==> src/rtl/pll_rst_pkg.sv <==
// Shared types and defaults for the PLL lock supervisor: FSM state encoding,
// default parameter values and the counter-width helper.
package pll_rst_pkg;

   localparam int unsigned DEF_SYNC_STAGES     = 2;
   localparam int unsigned DEF_LOCK_STABLE_CYC = 1024;
   localparam int unsigned DEF_RST_HOLD_CYC    = 16;
   localparam int unsigned DEF_LOSS_FILTER_CYC = 4;
   localparam int unsigned DEF_CNT_W           = 8;

   typedef enum logic [1:0] {
      StWaitLock,
      StStable,
      StHold,
      StRun
   } state_e;

   // Width of a counter that runs 0..n-1; never narrower than one bit.
   function automatic int unsigned cnt_width(input int unsigned n);
      return (n < 2) ? 1 : $clog2(n);
   endfunction

endpackage

==> src/rtl/pll_lock_rst_ctrl_if.sv <==
// Lock input, sticky clear and reset/status outputs of the PLL lock supervisor.
interface pll_lock_rst_ctrl_if #(
   parameter int unsigned CNT_W = pll_rst_pkg::DEF_CNT_W
);

   logic             lock;
   logic             clr_sticky;
   logic             sys_rst;
   logic             sys_rdy;
   logic             lock_lost;
   logic [CNT_W-1:0] loss_cnt;

   modport master (
      output lock,
      output clr_sticky,
      input  sys_rst,
      input  sys_rdy,
      input  lock_lost,
      input  loss_cnt
   );

   modport slave (
      input  lock,
      input  clr_sticky,
      output sys_rst,
      output sys_rdy,
      output lock_lost,
      output loss_cnt
   );

endinterface

==> src/rtl/sync_bit.sv <==
// N-stage single-bit synchronizer with synchronous active-high clear.
module sync_bit #(
   parameter int unsigned SYNC_STAGES = pll_rst_pkg::DEF_SYNC_STAGES
) (
   input  logic clk,
   input  logic rst,
   input  logic d,
   output logic q
);

   logic [SYNC_STAGES-1:0] ff_q;

   always_ff @(posedge clk) begin
      if (rst) begin
         ff_q <= '0;
      end else begin
         ff_q <= {ff_q[SYNC_STAGES-2:0], d};
      end
   end

   assign q = ff_q[SYNC_STAGES-1];

endmodule

==> src/rtl/pll_lock_rst_ctrl.sv <==
// Holds sys_rst until PLL lock is qualified, then watches for filtered lock loss.
// Define PLL_LOSS_CNT_EN to build the saturating loss-event counter.
module pll_lock_rst_ctrl
   import pll_rst_pkg::*;
#(
   parameter int unsigned SYNC_STAGES     = DEF_SYNC_STAGES,
   parameter int unsigned LOCK_STABLE_CYC = DEF_LOCK_STABLE_CYC,
   parameter int unsigned RST_HOLD_CYC    = DEF_RST_HOLD_CYC,
   parameter int unsigned LOSS_FILTER_CYC = DEF_LOSS_FILTER_CYC,
   parameter int unsigned CNT_W           = DEF_CNT_W
) (
   input logic                clk,
   input logic                rst,
   pll_lock_rst_ctrl_if.slave bus
);

   localparam int unsigned STAB_W = cnt_width(LOCK_STABLE_CYC);
   localparam int unsigned HOLD_W = cnt_width(RST_HOLD_CYC);
   localparam int unsigned FILT_W = cnt_width(LOSS_FILTER_CYC);

   localparam logic [STAB_W-1:0] STAB_LAST = STAB_W'(LOCK_STABLE_CYC - 1);
   localparam logic [HOLD_W-1:0] HOLD_LAST = HOLD_W'(RST_HOLD_CYC - 1);
   localparam logic [FILT_W-1:0] FILT_LAST = FILT_W'(LOSS_FILTER_CYC - 1);

   logic              lock_s;
   state_e            state_q;
   logic [STAB_W-1:0] stab_cnt_q;
   logic [HOLD_W-1:0] hold_cnt_q;
   logic [FILT_W-1:0] filt_cnt_q;
   logic              sys_rst_q;
   logic              sys_rdy_q;
   logic              lock_lost_q;
   logic              loss_evt;

   sync_bit #(
      .SYNC_STAGES(SYNC_STAGES)
   ) u_sync (
      .clk(clk),
      .rst(rst),
      .d  (bus.lock),
      .q  (lock_s)
   );

   // Final low cycle of a filtered loss while running.
   assign loss_evt = (state_q == StRun) && !lock_s && (filt_cnt_q == FILT_LAST);

   always_ff @(posedge clk) begin
      if (rst) begin
         state_q    <= StWaitLock;
         stab_cnt_q <= '0;
         hold_cnt_q <= '0;
         filt_cnt_q <= '0;
         sys_rst_q  <= 1'b1;
         sys_rdy_q  <= 1'b0;
      end else begin
         unique case (state_q)
            StWaitLock: begin
               if (lock_s) begin
                  state_q    <= StStable;
                  stab_cnt_q <= '0;
               end
            end
            StStable: begin
               if (!lock_s) begin
                  state_q <= StWaitLock;
               end else if (stab_cnt_q == STAB_LAST) begin
                  state_q    <= StHold;
                  hold_cnt_q <= '0;
               end else begin
                  stab_cnt_q <= stab_cnt_q + STAB_W'(1);
               end
            end
            StHold: begin
               if (!lock_s) begin
                  state_q <= StWaitLock;
               end else if (hold_cnt_q == HOLD_LAST) begin
                  state_q    <= StRun;
                  filt_cnt_q <= '0;
                  sys_rst_q  <= 1'b0;
                  sys_rdy_q  <= 1'b1;
               end else begin
                  hold_cnt_q <= hold_cnt_q + HOLD_W'(1);
               end
            end
            StRun: begin
               if (lock_s) begin
                  filt_cnt_q <= '0;
               end else if (loss_evt) begin
                  state_q    <= StWaitLock;
                  filt_cnt_q <= '0;
                  sys_rst_q  <= 1'b1;
                  sys_rdy_q  <= 1'b0;
               end else begin
                  filt_cnt_q <= filt_cnt_q + FILT_W'(1);
               end
            end
            default: begin
               state_q   <= StWaitLock;
               sys_rst_q <= 1'b1;
               sys_rdy_q <= 1'b0;
            end
         endcase
      end
   end

   // A loss event outranks a simultaneous clear.
   always_ff @(posedge clk) begin
      if (rst) begin
         lock_lost_q <= 1'b0;
      end else if (loss_evt) begin
         lock_lost_q <= 1'b1;
      end else if (bus.clr_sticky) begin
         lock_lost_q <= 1'b0;
      end
   end

`ifdef PLL_LOSS_CNT_EN
   logic [CNT_W-1:0] loss_evt_cnt_q;

   always_ff @(posedge clk) begin
      if (rst) begin
         loss_evt_cnt_q <= '0;
      end else if (loss_evt) begin
         if (bus.clr_sticky) begin
            loss_evt_cnt_q <= CNT_W'(1);
         end else if (!(&loss_evt_cnt_q)) begin
            loss_evt_cnt_q <= loss_evt_cnt_q + CNT_W'(1);
         end
      end else if (bus.clr_sticky) begin
         loss_evt_cnt_q <= '0;
      end
   end

   assign bus.loss_cnt = loss_evt_cnt_q;
`else
   assign bus.loss_cnt = {CNT_W{1'b0}};
`endif

   assign bus.sys_rst   = sys_rst_q;
   assign bus.sys_rdy   = sys_rdy_q;
   assign bus.lock_lost = lock_lost_q;

endmodule

==> src/flat_wrapper.sv <==
// flat-port wrapper written by rule: the top's interface ports become plain ports
module pll_lock_rst_ctrl_flat import pll_rst_pkg::*;
#(
   parameter int unsigned SYNC_STAGES     = DEF_SYNC_STAGES,
   parameter int unsigned LOCK_STABLE_CYC = DEF_LOCK_STABLE_CYC,
   parameter int unsigned RST_HOLD_CYC    = DEF_RST_HOLD_CYC,
   parameter int unsigned LOSS_FILTER_CYC = DEF_LOSS_FILTER_CYC,
   parameter int unsigned CNT_W           = DEF_CNT_W
)
  (clk, rst, bus_lock, bus_clr_sticky, bus_sys_rst, bus_sys_rdy, bus_lock_lost, bus_loss_cnt);
  pll_lock_rst_ctrl_if #(.CNT_W(CNT_W)) bus_i ();
  input logic clk;
  input logic rst;
  input wire logic [$bits(bus_i.lock)-1:0] bus_lock;
  input wire logic [$bits(bus_i.clr_sticky)-1:0] bus_clr_sticky;
  output wire logic [$bits(bus_i.sys_rst)-1:0] bus_sys_rst;
  output wire logic [$bits(bus_i.sys_rdy)-1:0] bus_sys_rdy;
  output wire logic [$bits(bus_i.lock_lost)-1:0] bus_lock_lost;
  output wire logic [$bits(bus_i.loss_cnt)-1:0] bus_loss_cnt;
  assign bus_i.lock = bus_lock;
  assign bus_i.clr_sticky = bus_clr_sticky;
  assign bus_sys_rst = bus_i.sys_rst;
  assign bus_sys_rdy = bus_i.sys_rdy;
  assign bus_lock_lost = bus_i.lock_lost;
  assign bus_loss_cnt = bus_i.loss_cnt;
  pll_lock_rst_ctrl #(.SYNC_STAGES(SYNC_STAGES), .LOCK_STABLE_CYC(LOCK_STABLE_CYC), .RST_HOLD_CYC(RST_HOLD_CYC), .LOSS_FILTER_CYC(LOSS_FILTER_CYC), .CNT_W(CNT_W)) u_core (.clk(clk), .rst(rst), .bus(bus_i));
endmodule
==> config.mk <==
export PLATFORM = sky130hd
export DESIGN_NAME = pll_lock_rst_ctrl_flat
export DESIGN_NICKNAME = d
export VERILOG_FILES = /design/src/rtl/pll_rst_pkg.sv /design/src/rtl/pll_lock_rst_ctrl_if.sv /design/src/rtl/sync_bit.sv /design/src/rtl/pll_lock_rst_ctrl.sv /design/src/flat_wrapper.sv
export SDC_FILE = /design/constraint.sdc
export NUM_CORES = 1
export LEC_CHECK = 0
export BUFFER_PORTS_ARGS = -buffer_cell sky130_fd_sc_hd__buf_2
export CAP_MARGIN = 20
export CORE_MARGIN = 2
export CORE_UTILIZATION = 30
export DETAILED_ROUTE_END_ITERATION = 8
export SYNTH_ARGS = -nofsm -noshare
export SYNTH_HDL_FRONTEND = slang
export SYNTH_HIERARCHICAL = 1
export SYNTH_SLANG_ARGS = --single-unit
==> constraint.sdc <==
create_clock -name clk -period 1.8 [get_ports clk]
set_input_delay 0.36 -clock clk [delete_from_list [all_inputs] [get_ports clk]]
set_output_delay 0.36 -clock clk [all_outputs]
set_load 0.01 [all_outputs]
==> impl_metrics.tcl, run 1 <==
set metrics [dict create \
    layout.area.seq_um2 460.4 \
    floorplan.initialDensity 0.3148 \
    combinational_family_with_the_most_area_after_synthesis "simple AND/OR/NAND/NOR gates" \
    placementRows 22 \
    outcome "finished clean" \
    num-fill-cells 413 \
    ys_seq_area_frac 0.3966 \
    worstSetupPathType "reg2reg" \
    multi_input_area_um2 630.6 \
    global_route.overflow_total 0 \
    avgRoutedWirePerCell_um 11.63 \
    crit-reg2reg-capture "u_core/hold_cnt_q[1]" \
    synthCells 133 \
    finalSetupViolations 0 \
    worst-endpoint-arrival_ps 1850 \
    totalNegativeSetupSlack_ps 0 \
    ys_async_sr_fraction 0 \
    grt_first_pass_wirelength_mm 3.960 \
    first_global_vias 935 \
    cts_bufs_inserted 3 \
    floorplan.die.height_um 66.21 \
    synth_enable_flop_cells 0 \
    ys_top_cells_by_area "sky130_fd_sc_hd__dfxtp_1 40%, sky130_fd_sc_hd__buf_4 5.8%, sky130_fd_sc_hd__a21oi_1 4.3%" \
    fin_worst_skew_ps 3.146 \
    multiplexer_share_of_the_synthesized_area 0.008621 \
    synthFlopType "sky130_fd_sc_hd__dfxtp_1" \
    ff2ff_path_depth 4 \
    regToRegSetupSlack_ps 140 \
    groute.usage.overall 0.1156 \
    cap_violations 0 \
    drv_slew 0 \
    setup_crit_end_kind "register" \
    hold_path_end "u_core/u_sync/ff_q[0]" \
    yosys.area_share.simple 0.2543 \
    fraction_of_the_mapped_netlist_area_in_compound_gates 0.2198 \
    clock-sinks 23 \
    layout_commonest_cell "sky130_fd_sc_hd__dfxtp_1" \
    power.density_nw_per_um2 669.7 \
    clk_latency_ps 260 \
    timing.hold.worst_path_depth 2 \
    dp.final_hpwl_mm 1.728 \
    number_of_failing_hold_endpoints_at_the_final_stage 0 \
    yosys.area.top_type_share 0.3966 \
    syn_avg_cell_area_um2 8.730 \
    drive_gt1_frac 0.1507 \
    synth.distinct_cells 41 \
    floorplan.core_area_um2 3689 \
    route.detailed.drc 0 \
    synth_largest_area_cell "sky130_fd_sc_hd__dfxtp_1" \
    critical_path.startpoint_type "register" \
    most-common-layout-cells "23 x sky130_fd_sc_hd__dfxtp_1, 12 x sky130_fd_sc_hd__nand2_1, 10 x sky130_fd_sc_hd__a21oi_1, 8 x sky130_fd_sc_hd__conb_1, 8 x sky130_fd_sc_hd__buf_4" \
    detail_route.wirelength_mm 2.257 \
    design.final.nets 154 \
    place.gp.congestion 0.6781 \
    fin_crit_sh 0.9205 \
    die_w_um 66.21 \
    ctsRootBufferMaster "sky130_fd_sc_hd__clkbuf_8" \
    clock_tree_from_tritoncts "done" \
    drtAntennaViolNets 0 \
    grt_antenna_before_repair 0 \
    period_needed_ps 1657 \
    insertedDiodeCount 0 \
    fin_worst_hold_slack_ps 303.1 \
    peakVddDrop_mv 0.4155 \
    place.port_buffers 6 \
    dr_total_vias 971 \
    drt_iter0_markers 28 \
    rsz0062_at_grt "false" \
    syn_area_um2 1161 \
    cts.reportedPaths.clkPinSlew_ps 80 \
    synth_seq_cells 23 \
    die_area_um2 4384 \
    synthesis.yosys.warnings 6 \
    min-delay-path-class "in2reg" \
    post-cts-setup-buffer-count 0 \
    maximum_number_of_pins_on_one_net_before_global_route_repair 14 \
    num_io_pins 15 \
    drt_pre_antenna_iters 4 \
    synthToLayoutAreaGrowth_pct 11.75 \
    p_total_uw 868.9 \
    cts-root-to-sink-buffers 2 \
    r2r-start "u_core/stab_cnt_q[5]" \
    clock_tree.htree_level_count 1 \
    static-leakage-power_uw 0.0004666 \
    timing.fmax_mhz 603.6 \
    critPathRequiredTime_ps 1990 \
    vias_per_cell 5.005 \
    synth-xor-area-share 0 \
    peak_fanout_along_the_critical_path 6 \
    worst_hold_startpoint "bus_lock" \
    synthAdderAreaFrac 0.03233 \
]
registers in the layout, summed over array words and instances (netlist names):
name                  count
u_core/stab_cnt_q        10
u_core/hold_cnt_q         4
u_core/filt_cnt_q         2
u_core/state_q            2
u_core/u_sync/ff_q        2
u_core/bus.lock_lost      1
u_core/bus.sys_rdy        1
u_core/bus.sys_rst        1
area by class of cell:
type	instances	share of cell area
clock buffers	4	0.03472
multi-input cells	102	0.4860
repair buffers	14	0.06943
flip-flops and latches	23	0.3549
well taps	48	0.04629
inverters	3	0.008679
synth_stat cells (2+ instances only):
| master | number |
|---|---|
| sky130_fd_sc_hd__nor2_1 | 6 |
| sky130_fd_sc_hd__o31ai_1 | 3 |
| sky130_fd_sc_hd__a311oi_1 | 2 |
| sky130_fd_sc_hd__or4_1 | 6 |
| sky130_fd_sc_hd__ha_1 | 3 |
| sky130_fd_sc_hd__nor2b_1 | 5 |
| sky130_fd_sc_hd__buf_4 | 9 |
| sky130_fd_sc_hd__o2111ai_1 | 2 |
| sky130_fd_sc_hd__dfxtp_1 | 23 |
| sky130_fd_sc_hd__and3_1 | 2 |
| sky130_fd_sc_hd__nand4_1 | 2 |
| sky130_fd_sc_hd__nand2_1 | 12 |
| sky130_fd_sc_hd__o311ai_0 | 2 |
| sky130_fd_sc_hd__o21a_1 | 4 |
| sky130_fd_sc_hd__inv_1 | 3 |
| sky130_fd_sc_hd__nor3_1 | 3 |
| sky130_fd_sc_hd__nand3_1 | 7 |
| sky130_fd_sc_hd__o21ai_0 | 7 |
| sky130_fd_sc_hd__a21oi_1 | 10 |
layer usage:
metal  up-vias  routed length (um)  GRT usage
li1        509                   -          -
met1       451                1087     0.1434
met2         9                1088     0.1963
met3         2                  67    0.03578
met4         0                  12    0.02296
met5         -                   0          0
metrics by stage:
step | cell area, um2 | setup WS [ps] | cells | util
finish | 1297 | 143.2 | 194 | 0.3518
global route | 1297 | 10.58 | 194 | 0.3518
global placement | 1250 | 202.7 | 190 | 0.3389
CTS | 1295 | 123.1 | 194 | 0.3511
detailed placement | 1250 | 148.8 | 190 | 0.3389
floorplan | 1187 | 244.2 | 140 | -
how the worst max path moves through the flow:
| stage | from | to | slack (ps) | cells after the start |
|---|---|---|---|---|
| after global placement | u_core/stab_cnt_q[0] | u_core/stab_cnt_q[6] | 200 | 5 |
| after floorplan | u_core/stab_cnt_q[0] | u_core/stab_cnt_q[6] | 240 | 6 |
| after detailed placement | u_core/stab_cnt_q[0] | u_core/stab_cnt_q[6] | 150 | 5 |
| after global routing | u_core/stab_cnt_q[0] | u_core/stab_cnt_q[6] | 10 | 5 |
| final | u_core/stab_cnt_q[5] | u_core/hold_cnt_q[1] | 140 | 4 |
| after CTS | u_core/stab_cnt_q[0] | u_core/stab_cnt_q[6] | 120 | 5 |
what timing repair did:
action / in CTS / in global routing
setup endpoints to repair: 0 / 1
resized for setup: 0 / 1
hold buffers: 0 / 0
kinds of logic after synthesis:
| kind of cell | Yosys count |
|---|---|
| simple gates | 52 |
| compound gates | 38 |
| flops | 23 |
| buf+inv | 15 |
| fa+ha+maj | 3 |
| mux | 1 |
| other cells | 1 |
power by group:
group / total, uW / leakage [uW] / switching, uW / internal [uW]
Sequential: 513 / 0.000186 / 2.27 / 511
Combinational: 42.3 / 0.000258 / 27.5 / 14.8
Clock: 313 / 0.0000228 / 156 / 158
worst max-delay path: stages (launching register included):
cell                      delay, ps
sky130_fd_sc_hd__dfxtp_1        410
sky130_fd_sc_hd__nand4_1        260
sky130_fd_sc_hd__or3_1          440
sky130_fd_sc_hd__o21ai_1        270
sky130_fd_sc_hd__mux2i_1        220
(Power assumes the default switching activity.)
==> inputs of run 2 (changes only) <==
--- a/config.mk
+++ b/config.mk
@@ -10,6 +10,7 @@
 export CORE_MARGIN = 2
 export CORE_UTILIZATION = 30
 export DETAILED_ROUTE_END_ITERATION = 8
+export PLACE_DENSITY = 0.54
 export SYNTH_ARGS = -nofsm -noshare
 export SYNTH_HDL_FRONTEND = slang
 export SYNTH_HIERARCHICAL = 1
==> impl_metrics.tcl, run 2 (synthesis results as in run 1) <==
set metrics [dict create \
    dp.final_hpwl_mm 1.714 \
    first_global_vias 857 \
    critical_path.startpoint_type "register" \
    drt_iter0_markers 70 \
    worst_slack_after_detailed_placement_ps 120.9 \
    die_area_um2 4384 \
    pwr-share-seq 0.589 \
    clock_tree.htree_level_count 1 \
    ff2ff_path_depth 5 \
    floorplan.core_area_um2 3689 \
    dr_wl_met2_mm 1.022 \
    detail_route.wirelength_mm 2.192 \
    maximum_number_of_pins_on_one_net_before_global_route_repair 14 \
    avgRoutedWirePerCell_um 11.30 \
    grt_antenna_before_repair 0 \
    route.detailed.drc 0 \
    largest_reg_flops 10 \
    min-delay-path-class "in2reg" \
    final_util 0.3521 \
    power.density_nw_per_um2 670.3 \
    reg_top3 "u_core/stab_cnt_q (10), u_core/hold_cnt_q (4)" \
    rsz0062_at_grt "false" \
    drtAntennaViolNets 0 \
    max_flop_register "u_core/stab_cnt_q" \
    insertedDiodeCount 0 \
    placementRows 22 \
    timing.fmax_mhz 612.2 \
    r2r-start "u_core/stab_cnt_q[0]" \
    period_needed_ps 1634 \
    peak_fanout_along_the_critical_path 9 \
    num-fill-cells 403 \
    place.port_buffers 6 \
    vias_per_cell 4.995 \
    clock-sinks 23 \
    drt-met1-wl_mm 1.075 \
    peakVddDrop_mv 0.3245 \
    cts_bufs_inserted 3 \
    die_w_um 66.21 \
    wl_met3_um 73 \
    place.gp.congestion 0.7960 \
    setup_ws_ps 166.5 \
    drv_slew 0 \
    outcome "finished clean" \
    switching_share 0.2188 \
    design.final.nets 154 \
    synthToLayoutAreaGrowth_pct 11.85 \
    layout_commonest_cell "sky130_fd_sc_hd__dfxtp_1" \
    fin_crit_sh 0.9075 \
    post-cts-setup-buffer-count 0 \
    worst_hold_startpoint "bus_lock" \
    grt_first_pass_wirelength_mm 3.732 \
    floorplan.die.height_um 66.21 \
    ctsRootBufferMaster "sky130_fd_sc_hd__clkbuf_8" \
    critPathRequiredTime_ps 2000 \
    groute.usage.overall 0.1102 \
    cts-root-to-sink-buffers 2 \
    num_io_pins 15 \
    cap_violations 0 \
    crit-reg2reg-capture "u_core/stab_cnt_q[6]" \
    worst-endpoint-arrival_ps 1830 \
    drive_gt1_frac 0.1575 \
    power.net_switching_uw 190.5 \
    cts.reportedPaths.clkPinSlew_ps 80 \
    dp.cells 190 \
    timing.hold.worst_path_depth 2 \
    clockPowerShare 0.362 \
    static-leakage-power_uw 0.0004680 \
    number_of_failing_hold_endpoints_at_the_final_stage 0 \
    top_layer "met4" \
    setup_crit_end_kind "register" \
    internal_power_uw 680.1 \
    worstSetupPathType "reg2reg" \
    postCtsResizedCells 0 \
    layoutNonFillerInstCount 194 \
    floorplan.initialDensity 0.3148 \
    clock_tree_from_tritoncts "done" \
    drt_pre_antenna_iters 4 \
    global_route.overflow_total 0 \
    dr_total_vias 969 \
    cts-hold-fix-buffers 0 \
    most-common-layout-cells "23 x sky130_fd_sc_hd__dfxtp_1, 12 x sky130_fd_sc_hd__nand2_1, 10 x sky130_fd_sc_hd__a21oi_1, 8 x sky130_fd_sc_hd__conb_1, 8 x sky130_fd_sc_hd__buf_4" \
    finalSetupViolations 0 \
    comb_power_share 0.049 \
    totalNegativeSetupSlack_ps 0 \
    hold_path_end "u_core/u_sync/ff_q[0]" \
    fin_worst_hold_slack_ps 301.3 \
    clk_latency_ps 260 \
    regToRegSetupSlack_ps 170 \
    fin_worst_skew_ps 1.467 \
]
[run 2: area by class of cell]
| class | count | area [um2] | area share |
|---|---|---|---|
| repair buffers | 14 | 90.09 | 0.06936 |
| well taps | 48 | 60.06 | 0.04624 |
| inverters | 3 | 11.26 | 0.008670 |
| multi-input cells | 102 | 630.6 | 0.4855 |
| clock inverters | 1 | 5.005 | 0.003854 |
| flip-flops and latches | 23 | 460.4 | 0.3545 |
| clock buffers | 3 | 41.29 | 0.03179 |
[run 2: how the worst max path moves through the flow]
stage,startpoint,end,slack (ps),cells after the start
after detailed placement,u_core/stab_cnt_q[0],u_core/stab_cnt_q[6],120,5
after CTS,u_core/stab_cnt_q[0],u_core/stab_cnt_q[6],90,5
after floorplan,u_core/stab_cnt_q[0],u_core/stab_cnt_q[6],240,6
after global placement,u_core/stab_cnt_q[0],u_core/stab_cnt_q[6],200,5
after global routing,u_core/stab_cnt_q[0],u_core/stab_cnt_q[6],20,5
final,u_core/stab_cnt_q[0],u_core/stab_cnt_q[6],170,5
[run 2: power by group through the flow]
stage	Sequential, uW	Combinational (uW)	Clock (uW)
2_1_floorplan	525	38.9	0
3_3_place_gp	525	42.5	0
3_5_place_dp	525	42.9	0
4_1_cts	513	43.1	332
5_1_grt	513	47.8	353
6_report	513	42.8	315
[run 2: routing by layer]
| metal | GRT usage | up-vias |
|---|---|---|
| met5 | 0 | - |
| met4 | 0.03061 | 0 |
| met3 | 0.04089 | 5 |
| met2 | 0.1738 | 10 |
| met1 | 0.1402 | 442 |
| li1 | - | 512 |
[run 2: metrics by stage]
stage	instance area, um2	total power [uW]
after floorplan	1187	563.8
after global placement	1250	567.6
after detailed placement	1250	567.9
after CTS	1296	888.4
after global routing	1299	914.3
final	1299	870.6
[run 2: worst max-delay path, cell delays in order, from the launching register on]
cell                      delay, ps
sky130_fd_sc_hd__dfxtp_1        370
sky130_fd_sc_hd__ha_1           200
sky130_fd_sc_hd__nand3_1        140
sky130_fd_sc_hd__or2_4          300
sky130_fd_sc_hd__or4_1          410
sky130_fd_sc_hd__a21oi_1        150
